===== config.mk =====
export PLATFORM = sky130hd
export DESIGN_NAME = wb_stage
export DESIGN_NICKNAME = d
export VERILOG_FILES = /design/src/rtl/wb_stage.sv
export SDC_FILE = /design/constraint.sdc
export NUM_CORES = 1
export LEC_CHECK = 0
export CAP_MARGIN = 20
export CORE_MARGIN = 2
export CORE_UTILIZATION = 35
export DETAILED_ROUTE_END_ITERATION = 16
export PLACE_DENSITY = 0.73
export SLEW_MARGIN = 20
export SYNTH_ARGS = -nofsm -noshare
export SYNTH_HDL_FRONTEND = slang
export SYNTH_SLANG_ARGS = --single-unit
export TNS_END_PERCENT = 30

===== constraint.sdc =====
create_clock -name clk -period 9.6 [get_ports clk]
set_clock_uncertainty 0.1 [all_clocks]
set_input_delay 2.88 -clock clk [delete_from_list [all_inputs] [get_ports clk]]
set_output_delay 2.88 -clock clk [all_outputs]
set_load 0.02 [all_outputs]

===== src/rtl/wb_stage.sv =====
// wb_stage: writeback stage with load extraction, busy scoreboard and optional WB_BYPASS_EN forwarding.
module wb_stage (
  input  logic        clk,
  input  logic        rst,
  input  logic        in_valid,
  output logic        in_ready,
  input  logic [4:0]  in_rd,
  input  logic        in_wen,
  input  logic        in_is_load,
  input  logic [2:0]  in_funct3,
  input  logic [1:0]  in_addr_lo,
  input  logic [31:0] in_result,
  input  logic        mem_rvalid,
  input  logic [31:0] mem_rdata,
  output logic        rf_wen,
  output logic [4:0]  rf_rd,
  output logic [31:0] rf_wdata,
  input  logic        iss_valid,
  input  logic [4:0]  iss_rd,
  input  logic [4:0]  rs1,
  input  logic [4:0]  rs2,
  input  logic [31:0] R1,
  input  logic [31:0] R2,
  output logic [31:0] rs1_data,
  output logic [31:0] rs2_data,
  output logic        rs1_busy,
  output logic        rs2_busy
);
  typedef enum logic [1:0] {IDLE, WAIT_MEM, WRITE} state_t;
  state_t      r_state;
  logic [4:0]  r_rd;
  logic        r_wen;
  logic [2:0]  r_funct3;
  logic [1:0]  r_addr_lo;
  logic [4:0]  r_rf_rd;
  logic [31:0] r_rf_wdata;
  logic [31:0] r_busy;
  logic [7:0]  w_byte;
  logic [15:0] w_half;
  logic [31:0] w_ld;
  logic [31:0] w_set;
  logic [31:0] w_clr;
  logic        w_hit1;
  logic        w_hit2;
  always_comb begin
    in_ready = !rst && r_state != WAIT_MEM;
    rf_wen   = r_state == WRITE && r_wen && r_rd != 5'd0;
    rf_rd    = r_rf_rd;
    rf_wdata = r_rf_wdata;
    w_byte   = mem_rdata[{r_addr_lo, 3'b000} +: 8];
    w_half   = r_addr_lo[1] ? mem_rdata[31:16] : mem_rdata[15:0];
    w_ld     = r_funct3 == 3'b000 ? {{24{w_byte[7]}}, w_byte} :
               r_funct3 == 3'b001 ? {{16{w_half[15]}}, w_half} :
               r_funct3 == 3'b100 ? {24'd0, w_byte} :
               r_funct3 == 3'b101 ? {16'd0, w_half} : mem_rdata;
    w_set    = (iss_valid && iss_rd != 5'd0) ? 32'd1 << iss_rd : 32'd0;
    w_clr    = r_state == WRITE ? 32'd1 << r_rd : 32'd0;
`ifdef WB_BYPASS_EN
    w_hit1   = rf_wen && rf_rd == rs1 && rs1 != 5'd0;
    w_hit2   = rf_wen && rf_rd == rs2 && rs2 != 5'd0;
`else
    w_hit1   = 1'b0;
    w_hit2   = 1'b0;
`endif
    rs1_data = w_hit1 ? rf_wdata : R1;
    rs2_data = w_hit2 ? rf_wdata : R2;
    rs1_busy = r_busy[rs1] && !w_hit1;
    rs2_busy = r_busy[rs2] && !w_hit2;
  end
  always_ff @(posedge clk) begin
    if (rst) begin
      r_state    <= IDLE;
      r_rd       <= 5'd0;
      r_wen      <= 1'b0;
      r_funct3   <= 3'd0;
      r_addr_lo  <= 2'd0;
      r_rf_rd    <= 5'd0;
      r_rf_wdata <= 32'd0;
      r_busy     <= 32'd0;
    end else begin
      // set after clear so a same-edge reissue keeps the bit
      r_busy <= ((r_busy & ~w_clr) | w_set) & ~32'd1;
      if (in_valid && in_ready) begin
        r_rd      <= in_rd;
        r_wen     <= in_wen;
        r_funct3  <= in_funct3;
        r_addr_lo <= in_addr_lo;
        if (in_is_load) r_state <= WAIT_MEM;
        else begin
          r_state    <= WRITE;
          r_rf_rd    <= in_rd;
          r_rf_wdata <= in_result;
        end
      end else if (r_state == WAIT_MEM && mem_rvalid) begin
        r_state    <= WRITE;
        r_rf_rd    <= r_rd;
        r_rf_wdata <= w_ld;
      end else if (r_state == WRITE) r_state <= IDLE;
    end
  end
endmodule


==> results.txt <==
insertion delay of the later-clocked pin in the worst-skew pair: 0.34 ns
maximum number of pins on one net before global-route repair: 79
synthesized instance count: 609
Via density: 5.84
Synth Flop Type: sky130_fd_sc_hd__dfxtp_1
CTS tree: yes
via count of the first global-routing pass: 4785
Die Height: 122 um
die area: 14900 sq um
n_diodes: 0
Cells on Worst Hold Path: 2
antenna-violating nets left: 0
maximum count of clock buffers along a single path: 2
FF-to-FF End: rf_wdata[12]
number of vias after detailed routing: 4885
number of enable-type register cells in the synthesized netlist: 0
CTS root buffer: sky130_fd_sc_hd__clkbuf_16
wire length reported by the detailed router: 16.1 mm
CTS clk-pin slew, worst paths: 0.06 ns
Min-Delay Endpoint: rf_wdata[15]
number of iterations in the first detailed-routing pass: 5
Hold Path Class: flip-flop to flip-flop
Crit path max-delay family: buffers and inverters
Setup Total Neg Slack: 0 ns
post-detailed-placement half-perimeter wirelength: 11.5 mm
syn_nets: 769
FF+latch count, synth: 81
IO Port Bufs: 136
maximum frequency from static timing analysis: 0.119 GHz
share of final-layout standard cells stronger than drive strength 1: 6.25%
H-Tree Depth: 3
count of nets after finishing: 811
Die X: 122 um
effective utilization at floorplan: 35.5%
detail-routed net length per standard cell: 19.3 um
hold buffers post-CTS: 0
Setup Fix Bufs, Post-CTS: 0
worst reg2reg path startpoint: r_addr_lo[1]
Setup-failing EPs final: 0
number of resized instances in the post-cts repair step: 0
area of the multi-input gates: 2530 sq um
DRC violation count after routing: 0
post-synthesis to final-layout area growth: 26.6%
first-pass GRT wire length: 24.9 mm
number of hold violations in the final report: 0
critical path fanouts, max: 9
Top Ports: 265
Worst Path Buf+Inv: 2
number of antenna violations at the first check in global routing: 0
Placeable Area: 13700 sq um
Max-Slew Margin vs Limit: 33.4%
count of cell types in the netlist: 43
maximum vdd drop: 85.8 uV
number of clock buffers inserted by TritonCTS: 9
grt total ovfl: 0
area occupied by registers: 1620 sq um
clock sink count: 81
Filler Cells Inserted: 1365
RSZ-0062 raised after global routing: no
Cell Area, Synth: 4880 sq um
Tightest Pin Transition: 0.997 ns
cell with the largest stage delay on the worst path: sky130_fd_sc_hd__clkdlybuf4s50_1
critical path's most frequent cell: sky130_fd_sc_hd__clkdlybuf4s50_1
register area share after synthesis: 33.2%
run status: finished clean
hold_ws: 0.359 ns
mean instance size in the synthesized netlist: 8.01 sq um
Crit Path Class: input port to output pin
aggregate global-route resource usage: 21.4%
power density of the placed cells: 159 nW/um^2
Final Max Slew Viols: 0
reg2reg setup slack: 7.01 ns
startpoint types: input port
utilization after layout: 45.0%
startpoint of the most critical hold path: rf_wdata[15]
depth of the worst register-to-register path: 5
fin crit share: 87.4%
chain of cells forming the critical path: clkdlybuf4s50_1, mux4_2, a32o_1, a221o_1, clkdlybuf4s50_1
First DRT Iteration DRCs: 341
sort of element at the end of the critical path: output pin
# rows: 43
async set-or-reset flop fraction in the synthesized netlist: 0%
worst path required time: 6.62 ns
Tmin final: 8.39 ns
leakage power figure: 2.06 nW
worst path arrival time: 5.41 ns
number of warnings reported in the yosys synthesis log: 0
Maximum Capacitance Violations: 0
largest incremental delay on the critical path: 0.79 ns
RePlAce Congestion: 1.05
==> per-stage QoR <==
stage               std cells  instance area, sq um  total power, W  setup slack [ns]
floorplan                 609                  4880        0.000513              2.34
global placement          820                  5820        0.000563              1.28
detailed placement        820                  5820        0.000569              1.22
CTS                       836                  6170        0.000984              1.21
global route              836                  6170         0.00102              1.12
finish                    836                  6170        0.000981              1.21
==> registers in the layout, summed over array words and instances, names as in the netlist <==
name	cells
rf_wdata	32
r_busy	31
r_rd	5
rf_rd	5
r_funct3	3
r_addr_lo	2
r_state	2
r_wen	1
==> tightest hold or removal path, cell delays in order, from the launching register on <==
cell,delay (ns)
sky130_fd_sc_hd__dfxtp_1,0.31
sky130_fd_sc_hd__nand2_1,0.05
sky130_fd_sc_hd__a21oi_1,0.05
==> cell usage after synthesis (all sizes together), types with 3 or more instances <==
| library cell | instances | share of area, % |
|---|---|---|
| nand2 | 110 | 8.5 |
| buf | 84 | 12 |
| dfxtp | 81 | 33 |
| o21ai | 73 | 7.5 |
| a21oi | 37 | 4.0 |
| clkbuf | 26 | 2.0 |
| a221oi | 25 | 4.5 |
| nor2 | 22 | 1.7 |
| nand3 | 20 | 2.1 |
| mux4 | 15 | 6.9 |
| o32ai | 12 | 2.2 |
| a211oi | 11 | 1.7 |
| inv | 11 | 0.85 |
| a31oi | 9 | 1.2 |
| or3 | 8 | 1.0 |
| nand2b | 6 | 0.77 |
| nand3b | 6 | 0.92 |
| mux2i | 5 | 1.0 |
| nor2b | 5 | 0.64 |
| nor3 | 5 | 0.51 |
| nand4b | 4 | 0.72 |
| nor3b | 4 | 0.62 |
| and3 | 3 | 0.38 |
| and3b | 3 | 0.54 |
==> cells in the final DEF (no fill, tap or decap), types with 12 or more instances in the layout <==
| cell | count |
|---|---|
| sky130_fd_sc_hd__mux4_2 | 15 |
| sky130_fd_sc_hd__o21ai_0 | 73 |
| sky130_fd_sc_hd__nand2_1 | 110 |
| sky130_fd_sc_hd__a21oi_1 | 36 |
| sky130_fd_sc_hd__nor2_1 | 22 |
| sky130_fd_sc_hd__a221oi_1 | 25 |
| sky130_fd_sc_hd__dfxtp_1 | 81 |
| sky130_fd_sc_hd__o32ai_1 | 12 |
| sky130_fd_sc_hd__nand3_1 | 20 |
| sky130_fd_sc_hd__clkdlybuf4s50_1 | 135 |
==> power by group <==
group	switching, W	internal (W)
clock	0.000158	0.000260
sequential	0.0000179	0.000354
combinational	0.0000997	0.0000920
==> area by class of cell <==
class                   count  area share (%)
clock inverters             7            2.11
inverters                  11           0.669
multi-input cells         407            41.1
clock buffers               9            3.65
flip-flops and latches     81            26.3
well taps                 180            3.65
repair buffers            141            22.6
==> kinds of logic after synthesis <==
logic type	synth area share [%]
buffers and inverters	14.8
AO/OA/AOI/OAI	24.6
AND/OR/NAND/NOR	19.0
multiplexers	8.41
flip-flops	33.2
==> per-layer routing <==
layer  routed length (um)  vias up  GRT usage, %
met4                  556        0          9.55
met5                    0        -             0
met1                 6380     2301          25.9
met2                 7600      310          35.3
li1                     -     2227             -
met3                 1600       47          6.04
==> worst max path at each step <==
stage | startpoint | end | slack, ns | depth (start not counted)
6_report | rs2[1] | rs2_busy | 1.21 | 5
5_1_grt | rs2[1] | rs2_busy | 1.12 | 5
4_1_cts | rs2[1] | rs2_busy | 1.21 | 5
3_5_place_dp | rs2[1] | rs2_busy | 1.22 | 5
3_3_place_gp | rs2[1] | rs2_busy | 1.28 | 5
2_1_floorplan | rs1[1] | rs1_busy | 2.34 | 4
No activity file was read; power rests on OpenSTA's default activity.
